$ cat src/rtl/gbf_fill_ctrl_pkg.sv
// rtl/gbf_fill_ctrl_pkg.sv - shared FSM state codes and buffer-select encoding
// for the global-buffer fill controller.
package gbf_fill_ctrl_pkg;

  localparam logic [2:0] ST_IDLE   = 3'd0;
  localparam logic [2:0] ST_SELECT = 3'd1;
  localparam logic [2:0] ST_FILL   = 3'd2;
  localparam logic [2:0] ST_FLUSH  = 3'd3;
  localparam logic [2:0] ST_DONE   = 3'd4;

  localparam logic BUF1 = 1'b0;
  localparam logic BUF2 = 1'b1;

endpackage

$ cat src/rtl/gbf_fill_wport.sv
// rtl/gbf_fill_wport.sv - registered port-a driver; steers one write to buf1 or buf2
// and holds every output of the idle buffer's port at zero.
module gbf_fill_wport
  import gbf_fill_ctrl_pkg::*;
#(
  parameter int DATA_W = 512,
  parameter int ADDR_W = 5
) (
  input  logic              clk,
  input  logic              reset,
  input  logic              wr_en_i,
  input  logic              target_i,
  input  logic [ADDR_W-1:0] addr_i,
  input  logic [DATA_W-1:0] data_i,
  output logic              en1_o,
  output logic              we1_o,
  output logic [ADDR_W-1:0] addr1_o,
  output logic [DATA_W-1:0] data1_o,
  output logic              en2_o,
  output logic              we2_o,
  output logic [ADDR_W-1:0] addr2_o,
  output logic [DATA_W-1:0] data2_o
);

  logic              sel1, sel2;
  logic              en1_q, en2_q;
  logic [ADDR_W-1:0] addr1_q, addr2_q;
  logic [DATA_W-1:0] data1_q, data2_q;

  assign sel1 = wr_en_i && (target_i == BUF1);
  assign sel2 = wr_en_i && (target_i == BUF2);

  always_ff @(posedge clk) begin
    if (reset) begin
      en1_q   <= 1'b0;
      en2_q   <= 1'b0;
      addr1_q <= '0;
      addr2_q <= '0;
      data1_q <= '0;
      data2_q <= '0;
    end else begin
      en1_q   <= sel1;
      en2_q   <= sel2;
      addr1_q <= sel1 ? addr_i : '0;
      addr2_q <= sel2 ? addr_i : '0;
      data1_q <= sel1 ? data_i : '0;
      data2_q <= sel2 ? data_i : '0;
    end
  end

  // Port a is write-only here, so enable and write-enable are the same strobe.
  assign en1_o   = en1_q;
  assign we1_o   = en1_q;
  assign addr1_o = addr1_q;
  assign data1_o = data1_q;
  assign en2_o   = en2_q;
  assign we2_o   = en2_q;
  assign addr2_o = addr2_q;
  assign data2_o = data2_q;

endmodule

$ cat src/rtl/gbf_fill_ctrl.sv
// rtl/gbf_fill_ctrl.sv - fills fixed-length tiles alternately into a double-buffered
// global buffer from a valid/ready word stream and signals tile completion.
module gbf_fill_ctrl
  import gbf_fill_ctrl_pkg::*;
#(
  parameter int GBF_DATA_BITWIDTH = 512,
  parameter int GBF_ADDR_BITWIDTH = 5,
  parameter int GBF_DEPTH         = 32,
  parameter int TILE_CNT_BITWIDTH = 16
) (
  input  logic                         clk,
  input  logic                         reset,
  input  logic                         start,
  input  logic [TILE_CNT_BITWIDTH-1:0] num_tiles,
  input  logic [GBF_ADDR_BITWIDTH:0]   tile_len,
  input  logic                         buf1_need_data,
  input  logic                         buf2_need_data,
  input  logic                         in_valid,
  input  logic [GBF_DATA_BITWIDTH-1:0] in_data,
  output logic                         in_ready,
  output logic                         fill_req,
  output logic [TILE_CNT_BITWIDTH-1:0] tile_idx,
  output logic                         en1a,
  output logic                         we1a,
  output logic                         en2a,
  output logic                         we2a,
  output logic [GBF_ADDR_BITWIDTH-1:0] addr1a,
  output logic [GBF_ADDR_BITWIDTH-1:0] addr2a,
  output logic [GBF_DATA_BITWIDTH-1:0] w_data1a,
  output logic [GBF_DATA_BITWIDTH-1:0] w_data2a,
  output logic                         buf1_ready,
  output logic                         buf2_ready,
  output logic                         data_avail,
  output logic                         done
);

  localparam int AW = GBF_ADDR_BITWIDTH;

  logic [2:0]                   state_q, state_d;
  logic [TILE_CNT_BITWIDTH-1:0] num_tiles_q, num_tiles_d;
  logic [TILE_CNT_BITWIDTH-1:0] tile_idx_q, tile_idx_d;
  logic [AW:0]                  len_q, len_d;
  logic [AW:0]                  word_cnt_q, word_cnt_d;
  logic [1:0]                   empty_q, empty_d;
  logic [1:0]                   need_q;
  logic [1:0]                   rdy_q, rdy_d;
  logic                         target_q, target_d;
  logic [1:0]                   need_rise, clear_empty;
  logic                         load, hs;

  assign need_rise = {buf2_need_data, buf1_need_data} & ~need_q;
  assign in_ready  = (state_q == ST_FILL);
  assign hs        = in_valid && in_ready;

  always_comb begin
    state_d     = state_q;
    num_tiles_d = num_tiles_q;
    tile_idx_d  = tile_idx_q;
    len_d       = len_q;
    word_cnt_d  = word_cnt_q;
    target_d    = target_q;
    rdy_d       = 2'b00;
    clear_empty = 2'b00;
    load        = 1'b0;
    case (state_q)
      ST_IDLE, ST_DONE: begin
        if (start) begin
          load        = 1'b1;
          num_tiles_d = num_tiles;
          len_d       = (tile_len == '0) ? (AW+1)'(GBF_DEPTH) : tile_len;
          tile_idx_d  = '0;
          word_cnt_d  = '0;
          target_d    = BUF1;
          state_d     = ST_SELECT;
        end
      end
      ST_SELECT: begin
        // A need edge arriving this cycle counts as empty so FILL follows at once.
        if (tile_idx_q == num_tiles_q) state_d = ST_DONE;
        else if (empty_q[target_q] || need_rise[target_q]) state_d = ST_FILL;
      end
      ST_FILL: begin
        if (hs) begin
          if (word_cnt_q + 1'b1 == len_q) begin
            word_cnt_d = '0;
            state_d    = ST_FLUSH;
          end else begin
            word_cnt_d = word_cnt_q + 1'b1;
          end
        end
      end
      ST_FLUSH: begin
        rdy_d[target_q]       = 1'b1;
        clear_empty[target_q] = 1'b1;
        tile_idx_d            = tile_idx_q + 1'b1;
        target_d              = ~target_q;
        state_d               = ST_SELECT;
      end
      default: state_d = ST_IDLE;
    endcase
    // A need edge wins over the flush clear of the same flag.
    empty_d = load ? 2'b11 : ((empty_q & ~clear_empty) | need_rise);
  end

  always_ff @(posedge clk) begin
    if (reset) begin
      state_q     <= ST_IDLE;
      num_tiles_q <= '0;
      tile_idx_q  <= '0;
      len_q       <= '0;
      word_cnt_q  <= '0;
      empty_q     <= 2'b00;
      need_q      <= 2'b00;
      rdy_q       <= 2'b00;
      target_q    <= BUF1;
    end else begin
      state_q     <= state_d;
      num_tiles_q <= num_tiles_d;
      tile_idx_q  <= tile_idx_d;
      len_q       <= len_d;
      word_cnt_q  <= word_cnt_d;
      empty_q     <= empty_d;
      need_q      <= {buf2_need_data, buf1_need_data};
      rdy_q       <= rdy_d;
      target_q    <= target_d;
    end
  end

  gbf_fill_wport #(
    .DATA_W (GBF_DATA_BITWIDTH),
    .ADDR_W (AW)
  ) u_wport (
    .clk      (clk),
    .reset    (reset),
    .wr_en_i  (hs),
    .target_i (target_q),
    .addr_i   (word_cnt_q[AW-1:0]),
    .data_i   (in_data),
    .en1_o    (en1a),
    .we1_o    (we1a),
    .addr1_o  (addr1a),
    .data1_o  (w_data1a),
    .en2_o    (en2a),
    .we2_o    (we2a),
    .addr2_o  (addr2a),
    .data2_o  (w_data2a)
  );

  assign fill_req   = in_ready;
  assign tile_idx   = tile_idx_q;
  assign buf1_ready = rdy_q[0];
  assign buf2_ready = rdy_q[1];
  assign data_avail = (state_q == ST_SELECT) || (state_q == ST_FILL) || (state_q == ST_FLUSH);
  assign done       = (state_q == ST_DONE);

endmodule

$ cat config.mk
export PLATFORM = sky130hd
export DESIGN_NAME = gbf_fill_ctrl
export DESIGN_NICKNAME = d
export VERILOG_FILES = /design/src/rtl/gbf_fill_ctrl_pkg.sv /design/src/rtl/gbf_fill_wport.sv /design/src/rtl/gbf_fill_ctrl.sv
export SDC_FILE = /design/constraint.sdc
export NUM_CORES = 1
export LEC_CHECK = 0
export ABC_AREA = 0
export CORE_AREA = 3 3 614 616
export CTS_CLUSTER_DIAMETER = 60
export DETAILED_ROUTE_END_ITERATION = 12
export DIE_AREA = 0 0 617 619
export DONT_BUFFER_PORTS = 1
export PLACE_DENSITY_LB_ADDON = 0.25
export REMOVE_ABC_BUFFERS = 1
export SLEW_MARGIN = 20
export SYNTH_ARGS = -nofsm -noshare
export SYNTH_HDL_FRONTEND = slang
export SYNTH_SLANG_ARGS = --single-unit
$ cat constraint.sdc
create_clock -name clk -period 1.45 [get_ports clk]
set_input_delay 0.29 -clock clk [delete_from_list [all_inputs] [get_ports clk]]
set_output_delay 0.29 -clock clk [all_outputs]
set_load 0.1 [all_outputs]
After elaboration in Yosys (flattened, before gate mapping)
Cells that the tools add are included.
{"block": "totals", "regBits": 1090, "latchBits": 0, "ram_bits": 0, "mem_bits_ro": 0, "output_inout_bits": 1060, "mem_count": 0}
{"block": "op_classes", "n_addsub": 2, "mul": 0, "div_mod_pow": 0, "n_lt_le_gt_ge": 2, "n_eq_ne": 10, "n_shift": 0, "n_mux": 25, "bitwise": 8, "n_reduce_logical": 18}
{"cell": "$pmux 16 s2", "count": 1}
{"cell": "$mux 6", "count": 4}
{"cell": "$add 16x1->16 const B", "count": 1}
{"cell": "$eq 16x16->1", "count": 1}
{"cell": "$mux 16", "count": 1}
{"cell": "$mux 3", "count": 5}
{"cell": "$pmux 3 s4", "count": 1}
{"cell": "$pmux 6 s2", "count": 1}
{"cell": "$mux 1", "count": 8}
{"cell": "$add 6x1->6 const B", "count": 1}
{"cell": "$eq 3x2->1 const B", "count": 2}
{"cell": "$eq 6x6->1", "count": 1}
{"cell": "$logic_not 6->1", "count": 1}
{"cell": "$reduce_or 2->1", "count": 3}
{"cell": "$and 2x2->2", "count": 2}
{"cell": "$logic_and 1x1->1", "count": 4}
{"cell": "$mux 2", "count": 2}
{"cell": "$ne 2x1->1 const B", "count": 2}
{"cell": "$not 2->2", "count": 2}
{"cell": "$reduce_and 2->1", "count": 2}
{"cell": "$reduce_and 4->1", "count": 1}
{"cell": "$reduce_bool 2->1", "count": 2}
{"cell": "$eq 3x1->1 const B", "count": 1}
{"cell": "$eq 3x3->1 const B", "count": 1}
{"cell": "11 further kinds", "count": 15}

Logic depth before layout (Yosys ltp)
{"block": "logic_depth", "depth_word": 9, "depth_mapped": 7, "depth_no_buf": 6}

Hierarchy
From an unflattened synthesis, not the netlist that was laid out.
{"block": "hier_totals", "cells_unflattened": 2752, "hier_area_um2": 36682.7}
{"mod": "gbf_fill_wport", "n_inst": 1, "cells_per_inst": 2419, "area_each_um2": 33957.6}
{"mod": "gbf_fill_ctrl", "n_inst": 1, "cells_per_inst": 333, "area_each_um2": 2725.1}

Least setup slack after synthesis
Ideal clock, no wire load.
{"block": "synth_timing", "path_type": "register -> output", "startpoint": "reg state_q[1]", "endpoint": "out in_ready", "arrival_time_ns": 2.369, "t_required_ns": 1.160, "path_slack_ns": -1.209, "stages_incl_launch_ff": 4, "cell_sequence": "dfxtp_1 -> buf_2 -> nor3b_2 -> buf_4"}
{"block": "synth_between", "elab_chain_len": 1}
{"element": "start: declaration", "line": "gbf_fill_ctrl.sv:39", "rtl": "logic [2:0] state_q, state_d;"}
{"element": "start signal: assignment", "line": "gbf_fill_ctrl.sv:117", "rtl": "state_q <= state_d;"}
{"element": "$eq 3x2->1", "line": "gbf_fill_ctrl.sv:52", "rtl": "assign in_ready = (state_q == ST_FILL);"}
{"element": "end: declaration", "line": "gbf_fill_ctrl.sv:20", "rtl": "output logic in_ready,"}
No other way between the ends.

Worst setup path after layout
{"block": "layout_timing", "startpoint": "reg state_q[2]", "endpoint": "out in_ready"}
Same word-level chain as after synthesis.

==> key figures <==
Status
  • Status: finished with violations
  • Violated checks: setup timing

Yosys
  • Flops & latches, synth: 1090
  • Ys Warns: 0
  • Post-synth top cells: dfxtp_1 (1090), and3_1 (1036), clkbuf_1 (207), nand2_1 (54), a21oi_1 (35)
  • Post-Syn Instances: 2628
  • Post-synthesis xor/xnor area fraction: 0.00711
  • Synth top area cells: dfxtp_1 (71%), and3_1 (21%), clkbuf_1 (2.5%)
  • Post-synth top flop: dfxtp_1
  • Synth Area in Adders: 0.000813
  • Seq/Total Area, Yosys: 0.709
  • Cell Area, Synth: 30800 sq um
  • Synth async-reset ratio: 0
  • Yosys cell types: 56
  • Post-synthesis mux area share: 0.00106
  • Post-synth EDFFs: 0
  • Post-synthesis simple-gate area fraction: 0.234
  • Area leader, netlist: dfxtp_1
  • Top cell type's share of synthesized area: 0.709
  • Synth Area in Compound Gates: 0.0145
  • Syn_area_per_cell: 11.7 sq um
  • Largest family of logic cells by synthesized area: simple AND/OR/NAND/NOR gates
  • Cell with the most instances after synthesis: dfxtp_1

Worst setup path
  • CP Launch Type: flip-flop
  • Critical path's top delay family: buffers and inverters
  • Req. time, crit path: 1160 ps
  • Critical path depth: 5
  • R2r startpoint: state_q[2]
  • Reg2Reg Setup Slack: -590 ps
  • Crit path cell chain: buf_6, buf_6, nor3b_4, buf_6, buf_12
  • CP max stage delay: 320 ps
  • Worst Setup EP: in_ready
  • Worst Path Buf+Inv: 4
  • Cell at the slowest stage of the critical path: dfxtp_2
  • Reg2reg end: u_wport.data1_o[498]
  • Endpoint class of the critical path: primary output
  • Critical path's most frequent cell: buf_6
  • Worst Path Arrival: 1860 ps
  • Critical path peak fanout: 2
  • Crit path launch: state_q[2]
  • Critical path class: flip-flop to primary output
  • R2R cell count: 10

Power and ir drop
  • Max VDD drop: 1370 uV
  • Power Density: 1350 nW/um^2
  • Leak: 29.3 nW

Placed design
  • Total placed cells including tap cells: 8582
  • IO buf count: 0
  • Gpl congestion: 0.898
  • DPL Wire Length: 232 mm

Flow run
  • Max-Cap Viols: 0

Die
  • Core Rows: 224
  • Die Height: 619 um
  • Die Width: 617 um
  • # IOs: 1600
  • Starting Density: 0.0828
  • Die ar.: 382000 sq um
  • CORE AREA: 372000 sq um

STA
  • RSZ-0062 raised after global routing: true
  • Tightest Pin Transition: 496 ps
  • Slew HR: 0.669
  • Slew Viols, Final: 0
  • Final Hold Fails: 0
  • Setup ws final: -704 ps
  • Hold WS: 84.8 ps
  • Post-Route Setup TNS: -713880 ps
  • Endpoints failing setup: 2125
  • Clock Skew: 65.6 ps
  • Fin crit share: 1.49
  • Fin crit period: 2150 ps
  • Max frequency: 0.464 GHz

Clock tree
  • Worst skew pair latency: 850 ps
  • TritonCTS Buffers: 161
  • CTS root buf: clkbuf_16
  • Longest Clk Path Bufs: 4
  • Clock transition at path regs: 50 ps
  • CTS tree: done
  • Clock Sinks: 1090
  • Htree depth: 4

Detailed routing
  • Starting DRT DRC Count: 1776
  • Final WL: 278 mm
  • Initial DRT Pass Iterations: 5
  • Post-route DRC: 0
  • Vias/cell: 3.01
  • DRT antenna net count: 0
  • Total number of vias: 28700
  • Routed len/inst: 29.1 um

Global routing
  • Largest net degree at the start of global routing: 87
  • Gr usage total: 0.137
  • GRT overflow: 0
  • First-pass GRT wire length: 339 mm
  • Initial antenna violation count: 80
  • Vias in the first global route: 29100

Final layout
  • Area grow syn2layout: 109%
  • Layout cells sized above 1: 0.400
  • Fin cells: 9556
  • Nets@finish: 4966

Hold path
  • HP Class: input pin to flip-flop
  • Min-delay src: reset
-- power by group --
part | internal, mW | total, mW | switching, mW
sequential | 30.7 | 31.1 | 0.373
clock | 25.6 | 41.8 | 16.2
combinational | 4.71 | 13.8 | 9.06
-- cells in the final DEF (no fill, tap or decap), types with 6 or more instances in the layout --
master | Yosys | routed
diode_2 | 0 | 31
dfxtp_1 | 1090 | 963
nor2_1 | 23 | 21
buf_6 | 0 | 35
nand3_1 | 11 | 11
dfxtp_2 | 0 | 114
clkinv_2 | 0 | 19
clkinvlp_4 | 0 | 10
nand2_1 | 54 | 54
clkbuf_8 | 0 | 20
nor4_1 | 6 | 6
dfxtp_4 | 0 | 13
inv_6 | 0 | 20
nor3_1 | 12 | 12
clkbuf_16 | 0 | 190
dlygate4sd3_1 | 0 | 539
buf_8 | 0 | 19
buf_16 | 0 | 28
and3_4 | 0 | 61
and3_1 | 1036 | 970
a21oi_1 | 35 | 35
clkinv_4 | 0 | 6
buf_4 | 5 | 818
nand2b_1 | 7 | 6
buf_12 | 0 | 415
o21ai_0 | 7 | 7
xor2_1 | 20 | 20
bufinv_16 | 0 | 20
clkbuf_1 | 207 | 22
-- tightest hold or removal path: stages --
cell     delay, ps
nor4b_4         20
buf_4          140
buf_12         160
and3_1         200
-- cell families (layout without fill, tap and decap cells) --
kind of cell	after synthesis	after routing
and+or+nand+nor	1179	1179
DFF	1090	1090
xor gates and xnor gates	25	25
muxes	3	3
adders and majority gates	2	2
AOI/OAI and AO/OA	72	72
buffers and inverters	257	2182
other	0	31
-- area by class of cell --
type	count	area, sq um
Fill cell	41000	308000
Timing Repair Buffer	1884	22100
Sequential cell	1090	22000
Multi-Input combinational cell	1281	8300
Tap cell	4972	6220
Clock buffer	205	4440
Clock inverter	87	1230
Antenna cell	31	77.6
Inverter	6	30.0
-- metal layers --
| metal | wire [um] | share of wire | GRT usage | up-vias |
|---|---|---|---|---|
| li1 | - | - | - | 12700 |
| met1 | 98800 | 0.36 | 0.143 | 14200 |
| met2 | 133000 | 0.48 | 0.229 | 1424 |
| met3 | 36900 | 0.13 | 0.0805 | 361 |
| met4 | 9120 | 0.033 | 0.0421 | 16 |
| met5 | 120 | 0.00043 | 0 | - |
-- sequential cells by signal, summed over array words and instances, names as in the netlist --
name	flops
rdy_q	2
u_wport.en2_o	1
word_cnt_q	6
num_tiles_q	16
tile_idx	16
len_q	6
empty_q	2
u_wport.data2_o	512
u_wport.data1_o	512
u_wport.addr2_o	5
state_q	3
u_wport.addr1_o	5
need_q	2
target_q	1
u_wport.en1_o	1
-- repair_timing --
action | 4_1_cts | 5_1_grt
endpoints found under the hold margin | 1078 | 0
gates cloned | 21 | 29
pin swaps | 2 | 8
buffers inserted | 20 | 45
gates resized for setup | 143 | 168
endpoints found under the setup margin | 2124 | 2139
hold buffers | 540 | 0
-- metrics by stage --
stage	power [mW]	util	setup WS (ps)	area, sq um
finish	86.6	0.173	-704	64400
global route	89.8	0.173	-818	64300
CTS	87.4	0.168	-813	62600
detailed placement	42.2	0.135	-666	50200
global placement	42.1	0.135	-705	50200
floorplan	34.4	-	-52790	29800
-- worst min path at each step --
stage	endpoint	slack, ps	cells past startpoint
5_1_grt	u_wport.data2_o[54]	30	4
2_1_floorplan	len_q[0]	360	1
3_3_place_gp	tile_idx[4]	370	1
6_report	u_wport.data2_o[54]	80	4
3_5_place_dp	target_q	370	1
4_1_cts	u_wport.data2_o[54]	10	4
No activity file was read; power rests on OpenSTA's default activity.
